$ cat config.mk
export PLATFORM = sky130hd
export DESIGN_NAME = uart_apb_master
export DESIGN_NICKNAME = d
export VERILOG_FILES = /design/src/rtl/uart_apb_master.sv
export SDC_FILE = /design/constraint.sdc
export NUM_CORES = 1
export LEC_CHECK = 0
export CAP_MARGIN = 20
export CELL_PAD_IN_SITES_DETAIL_PLACEMENT = 1
export CELL_PAD_IN_SITES_GLOBAL_PLACEMENT = 1
export CORE_MARGIN = 1
export CORE_UTILIZATION = 25
export CTS_CLUSTER_SIZE = 12
export DETAILED_ROUTE_END_ITERATION = 10
export PLACE_DENSITY_LB_ADDON = 0.08
export SYNTH_ARGS = -nofsm -noshare
export SYNTH_HDL_FRONTEND = slang
export SYNTH_SLANG_ARGS = --single-unit
export TNS_END_PERCENT = 50
$ cat constraint.sdc
create_clock -name clk -period 1.3 [get_ports clk]
set_input_delay 0.13 -clock clk [delete_from_list [all_inputs] [get_ports clk]]
set_output_delay 0.13 -clock clk [all_outputs]
set_load 0.1 [all_outputs]
$ cat src/rtl/uart_apb_master.sv
`default_nettype none
// ============================================================================
// Module      : uart_apb_master
// Description : Single-transfer APB initiator for the UART register block.
//               Request/response front end, pready wait with optional timeout.
// Revision    : 1.0 - initial release
// ============================================================================
module uart_apb_master #(
  parameter int TIMEOUT_CYCLES = 64
) (
  input  logic        clk,
  input  logic        reset,
  input  logic        req_valid,
  output logic        req_ready,
  input  logic        req_write,
  input  logic [11:0] req_addr,
  input  logic [31:0] req_wdata,
  output logic        rsp_valid,
  input  logic        rsp_ready,
  output logic [31:0] rsp_rdata,
  output logic        rsp_err,
  output logic        rsp_timeout,
  output logic [11:0] apb_paddr,
  output logic        apb_psel,
  output logic        apb_penable,
  output logic        apb_pwrite,
  output logic [31:0] apb_pwdata,
  input  logic        apb_pready,
  input  logic [31:0] apb_prdata,
  input  logic        apb_pslverr
);

  localparam int CNT_W = (TIMEOUT_CYCLES > 0) ? $clog2(TIMEOUT_CYCLES + 1) : 1;
  localparam logic [CNT_W-1:0] CNT_LAST = CNT_W'((TIMEOUT_CYCLES > 0) ? TIMEOUT_CYCLES - 1 : 0);
  localparam logic [CNT_W-1:0] CNT_MAX  = '1;

  typedef enum logic [1:0] {
    IDLE   = 2'd0,
    SETUP  = 2'd1,
    ACCESS = 2'd2,
    RESP   = 2'd3
  } state_t;

  state_t           state;
  state_t           state_next;
  logic [CNT_W-1:0] tmo_cnt;
  logic             tmo_hit;

  // The counter holds the number of ACCESS cycles already completed, so the
  // timeout fires during the N-th ACCESS cycle.
  generate
    if (TIMEOUT_CYCLES > 0) begin : g_timeout
      assign tmo_hit = (tmo_cnt == CNT_LAST);
    end else begin : g_no_timeout
      assign tmo_hit = 1'b0;
    end
  endgenerate

  always_ff @(posedge clk) begin
    if (reset) begin
      state <= IDLE;
    end else begin
      state <= state_next;
    end
  end

  always_comb begin
    state_next = state;
    case (state)
      IDLE:    if (req_valid) state_next = SETUP;
      SETUP:   state_next = ACCESS;
      ACCESS:  if (apb_pready || tmo_hit) state_next = RESP;
      RESP:    if (rsp_ready) state_next = IDLE;
      default: state_next = IDLE;
    endcase
  end

  assign req_ready   = (state == IDLE) && !reset;
  assign apb_psel    = (state == SETUP) || (state == ACCESS);
  assign apb_penable = (state == ACCESS);
  assign rsp_valid   = (state == RESP);

  always_ff @(posedge clk) begin
    if (reset) begin
      apb_paddr   <= 12'h000;
      apb_pwrite  <= 1'b0;
      apb_pwdata  <= 32'h0;
      rsp_rdata   <= 32'h0;
      rsp_err     <= 1'b0;
      rsp_timeout <= 1'b0;
      tmo_cnt     <= '0;
    end else begin
      if (state == IDLE && req_valid) begin
        apb_paddr  <= req_addr;
        apb_pwrite <= req_write;
        apb_pwdata <= req_wdata;
        tmo_cnt    <= '0;
      end
      if (state == ACCESS) begin
        if (tmo_cnt != CNT_MAX) tmo_cnt <= tmo_cnt + CNT_W'(1);
        if (apb_pready) begin
          rsp_rdata   <= apb_pwrite ? 32'h0 : apb_prdata;
          rsp_err     <= apb_pslverr;
          rsp_timeout <= 1'b0;
        end else if (tmo_hit) begin
          rsp_rdata   <= 32'h0;
          rsp_err     <= 1'b1;
          rsp_timeout <= 1'b1;
        end
      end
    end
  end

endmodule
`default_nettype wire

==> flow_metrics.env <==
export IMPL_outcome="finished, violations left"
export IMPL_violations="setup timing"
export IMPL_cts_tree="done"
export IMPL_first_pass_iters=4
export IMPL_finClkSkew_ns=0.00575
export IMPL_timing_final_crit_share_pct=111
export IMPL_yosysTopAreaCellShare_pct=55.7
export IMPL_post_route_min_period_ns=1.44
export IMPL_insertion_delay_ns=0.34
export IMPL_fmax_mhz=694
export IMPL_final_cells=705
export IMPL_crit_buf_inv=3
export IMPL_synthTopCellsByArea="dfxtp_1, nand2_1, a22o_1, a21oi_1, buf_2"
export IMPL_max_cap_violations=0
export IMPL_ios=166
export IMPL_finalSetupViolations=86
export IMPL_worst_pin_slew_ns=0.335
export IMPL_synth_area_leader_cell="dfxtp_1"
export IMPL_die_y_um=115
export IMPL_layout_setup_ws_ns=-0.141
export IMPL_critPathMaxFanout=3
export IMPL_syn_nets=430
export IMPL_place_inst=676
export IMPL_synth_cells=343
export IMPL_via_per_inst=4.57
export IMPL_hold_viol_final=0
export IMPL_crit_path_end_kind="output pin"
export IMPL_htree_levels=3
export IMPL_start_util_pct=26.0
export IMPL_worst_ir_drop_vdd_mv=0.989
export IMPL_grt_usage_pct=18.1
export IMPL_place_congestion=0.720
export IMPL_required_ns=1.17
export IMPL_critPathMaxStageDelay_ns=0.38
export IMPL_cpLargestDelayFamily="flip-flops"
export IMPL_hpwl_um=7980
export IMPL_worstSetupPathType="register to output pin"
export IMPL_final_common_cell="nand2_1"
export IMPL_preCtsSetupSlack_ns=-0.206
export IMPL_vias=3220
export IMPL_final_nets=619
export IMPL_grt_max_degree=33
export IMPL_grt_pass1_vias=3332
export IMPL_avgSynthCellArea_um2=9.23
export IMPL_clk_path_buf_depth=2
export IMPL_antenna_found_initial=0
export IMPL_grt_pass1_wl_um=17900
export IMPL_r2r_setup_slack_ns=-0.12
export IMPL_synth_distinct_cells=38
export IMPL_row_count=40
export IMPL_cp_cell_sequence="inv_4 > ha_4 > buf_6 > nor2b_4 > buf_12"
export IMPL_cts_hold_fix_buffers=0
export IMPL_routed_wl_um=11900
export IMPL_cp_arrival_ns=1.31
export IMPL_seq_area_frac_synth_pct=55.7
export IMPL_ant_nets=0
export IMPL_die_x_um=115
export IMPL_rsz0062_at_grt="true"
export IMPL_area_growth_pct=110
export IMPL_cts_buffers=9
export IMPL_max_slew_margin_pct=77.7
export IMPL_drv_slew=0
export IMPL_wire_per_inst_um=16.9
export IMPL_drcViolationCount=0
export IMPL_hold_class="input pin to register"
export IMPL_power_density_nw_per_um2=2000
export IMPL_ys_warn_count=0
export IMPL_critPathSlowestCell="dfxtp_4"
export IMPL_final_cell_mix="nand2_1, buf_12, dfxtp_1"
export IMPL_synth_seq_cells=88
export IMPL_cts_root_buffer="clkbuf_16"
export IMPL_antenna_diode_count=0
export IMPL_leakage_nw=2.55
export IMPL_clkSinkCount=88
export IMPL_portBuffers=165
export IMPL_cp_start_kind="register"
export IMPL_grt_overflow_total=0
export IMPL_syn_area_um2=3170
export IMPL_coreArea_um2=12200
export IMPL_clk_pin_slew_ns=0.06
export IMPL_dr_first_iter_drc_count=104
export IMPL_dieArea_um2=13100
export IMPL_drive_gt1_share_pct=30.9
[cell families after synthesis]
kind of cell,share of synthesized area (%)
AO/OA/AOI/OAI,21.5
flip-flops,55.7
AND/OR/NAND/NOR,16.3
adder cells (fa/ha/maj),1.58
buffers and inverters,4.70
XOR/XNOR,0.277
[Yosys cell counts]
| library cell | n |
|---|---|
| nand3b_1 | 1 |
| a211oi_1 | 1 |
| o211ai_1 | 1 |
| a22o_2 | 2 |
| xnor2_1 | 1 |
| or3_1 | 2 |
| buf_4 | 1 |
| o21bai_4 | 1 |
| nand3_1 | 6 |
| nand4_1 | 1 |
| nand2_1 | 98 |
| buf_6 | 3 |
| a311oi_2 | 1 |
| buf_1 | 2 |
| a22o_1 | 30 |
| nor2b_1 | 2 |
| nand3_4 | 1 |
| inv_1 | 4 |
| dfxtp_1 | 88 |
| o32ai_1 | 1 |
| o2111ai_1 | 1 |
| nor2_1 | 6 |
| nor3_1 | 2 |
| a31oi_1 | 1 |
| ha_1 | 4 |
| inv_2 | 1 |
| nor3_2 | 1 |
| a21oi_4 | 1 |
| clkbuf_1 | 7 |
| nand2_2 | 1 |
| o21ai_2 | 1 |
| o21ai_0 | 1 |
| and3_1 | 1 |
| and2_1 | 1 |
| a21oi_1 | 50 |
| o21a_1 | 4 |
| o31ai_1 | 2 |
| buf_2 | 11 |
[worst paths after layout]
| check | start | to | depth (start not counted) |
|---|---|---|---|
| hold / removal | reset | rsp_timeout$_SDFFE_PP0P_ | 2 |
| setup reg to reg | tmo_cnt[1]$_SDFF_PP0_ | state[1]$_SDFFE_PP0P_ | 6 |
| setup / recovery | state[1]$_SDFFE_PP0P_ | req_ready | 5 |
| hold reg to reg | apb_pwdata[0]$_SDFFE_PP0P_ | apb_pwdata[0]$_SDFFE_PP0P_ | 2 |
[report_power, final]
group	internal, mW	switching, mW	total, mW
combinational	2.74	4.31	7.05
sequential	3.12	0.461	3.59
clock	1.60	1.06	2.65
[metrics by stage]
stage	instance area (um2)	utilization [%]	hold WS (ns)	TNS [ns]	power [mW]
floorplan	3240	-	0.230	-5.47	7.43
finish	6640	54.6	0.173	-6.24	13.3
global route	6640	54.6	0.173	-12.81	13.8
CTS	6510	53.5	0.144	-4.62	13.2
global placement	6010	49.4	0.478	-5.31	10.1
detailed placement	6010	49.4	0.488	-8.49	10.1
[area by class of cell]
cell class,instances,area (um2)
Clock inverter,2,37.5
Multi-Input combinational cell,226,1380
Sequential cell,88,1770
Tap cell,168,210
Timing Repair Buffer,202,2950
Inverter,5,28.8
Clock buffer,14,264
Fill cell,1278,5520
[repair_timing]
action                                  in CTS  in global routing
resized for setup                           24                 10
endpoints found under the setup margin      91                 91
setup buffers                                5                  1
gates cloned                                 2                  5
pin swaps                                    8                  2
hold endpoints to repair                     0                  0
[per-layer routing]
layer  up-vias  GRT usage (%)  routed length, um
met3        10           7.78               1050
met5         -              0                  0
li1       1558              -                  -
met2       112           30.8               5970
met4         0           7.01                167
met1      1540           19.9               4700
[state kept, by name, summed over array words and instances (netlist names)]
name	cells
rsp_err	1
apb_paddr	12
state	2
rsp_rdata	32
apb_pwdata	32
rsp_timeout	1
tmo_cnt	7
apb_pwrite	1
(Power assumes the default switching activity.)
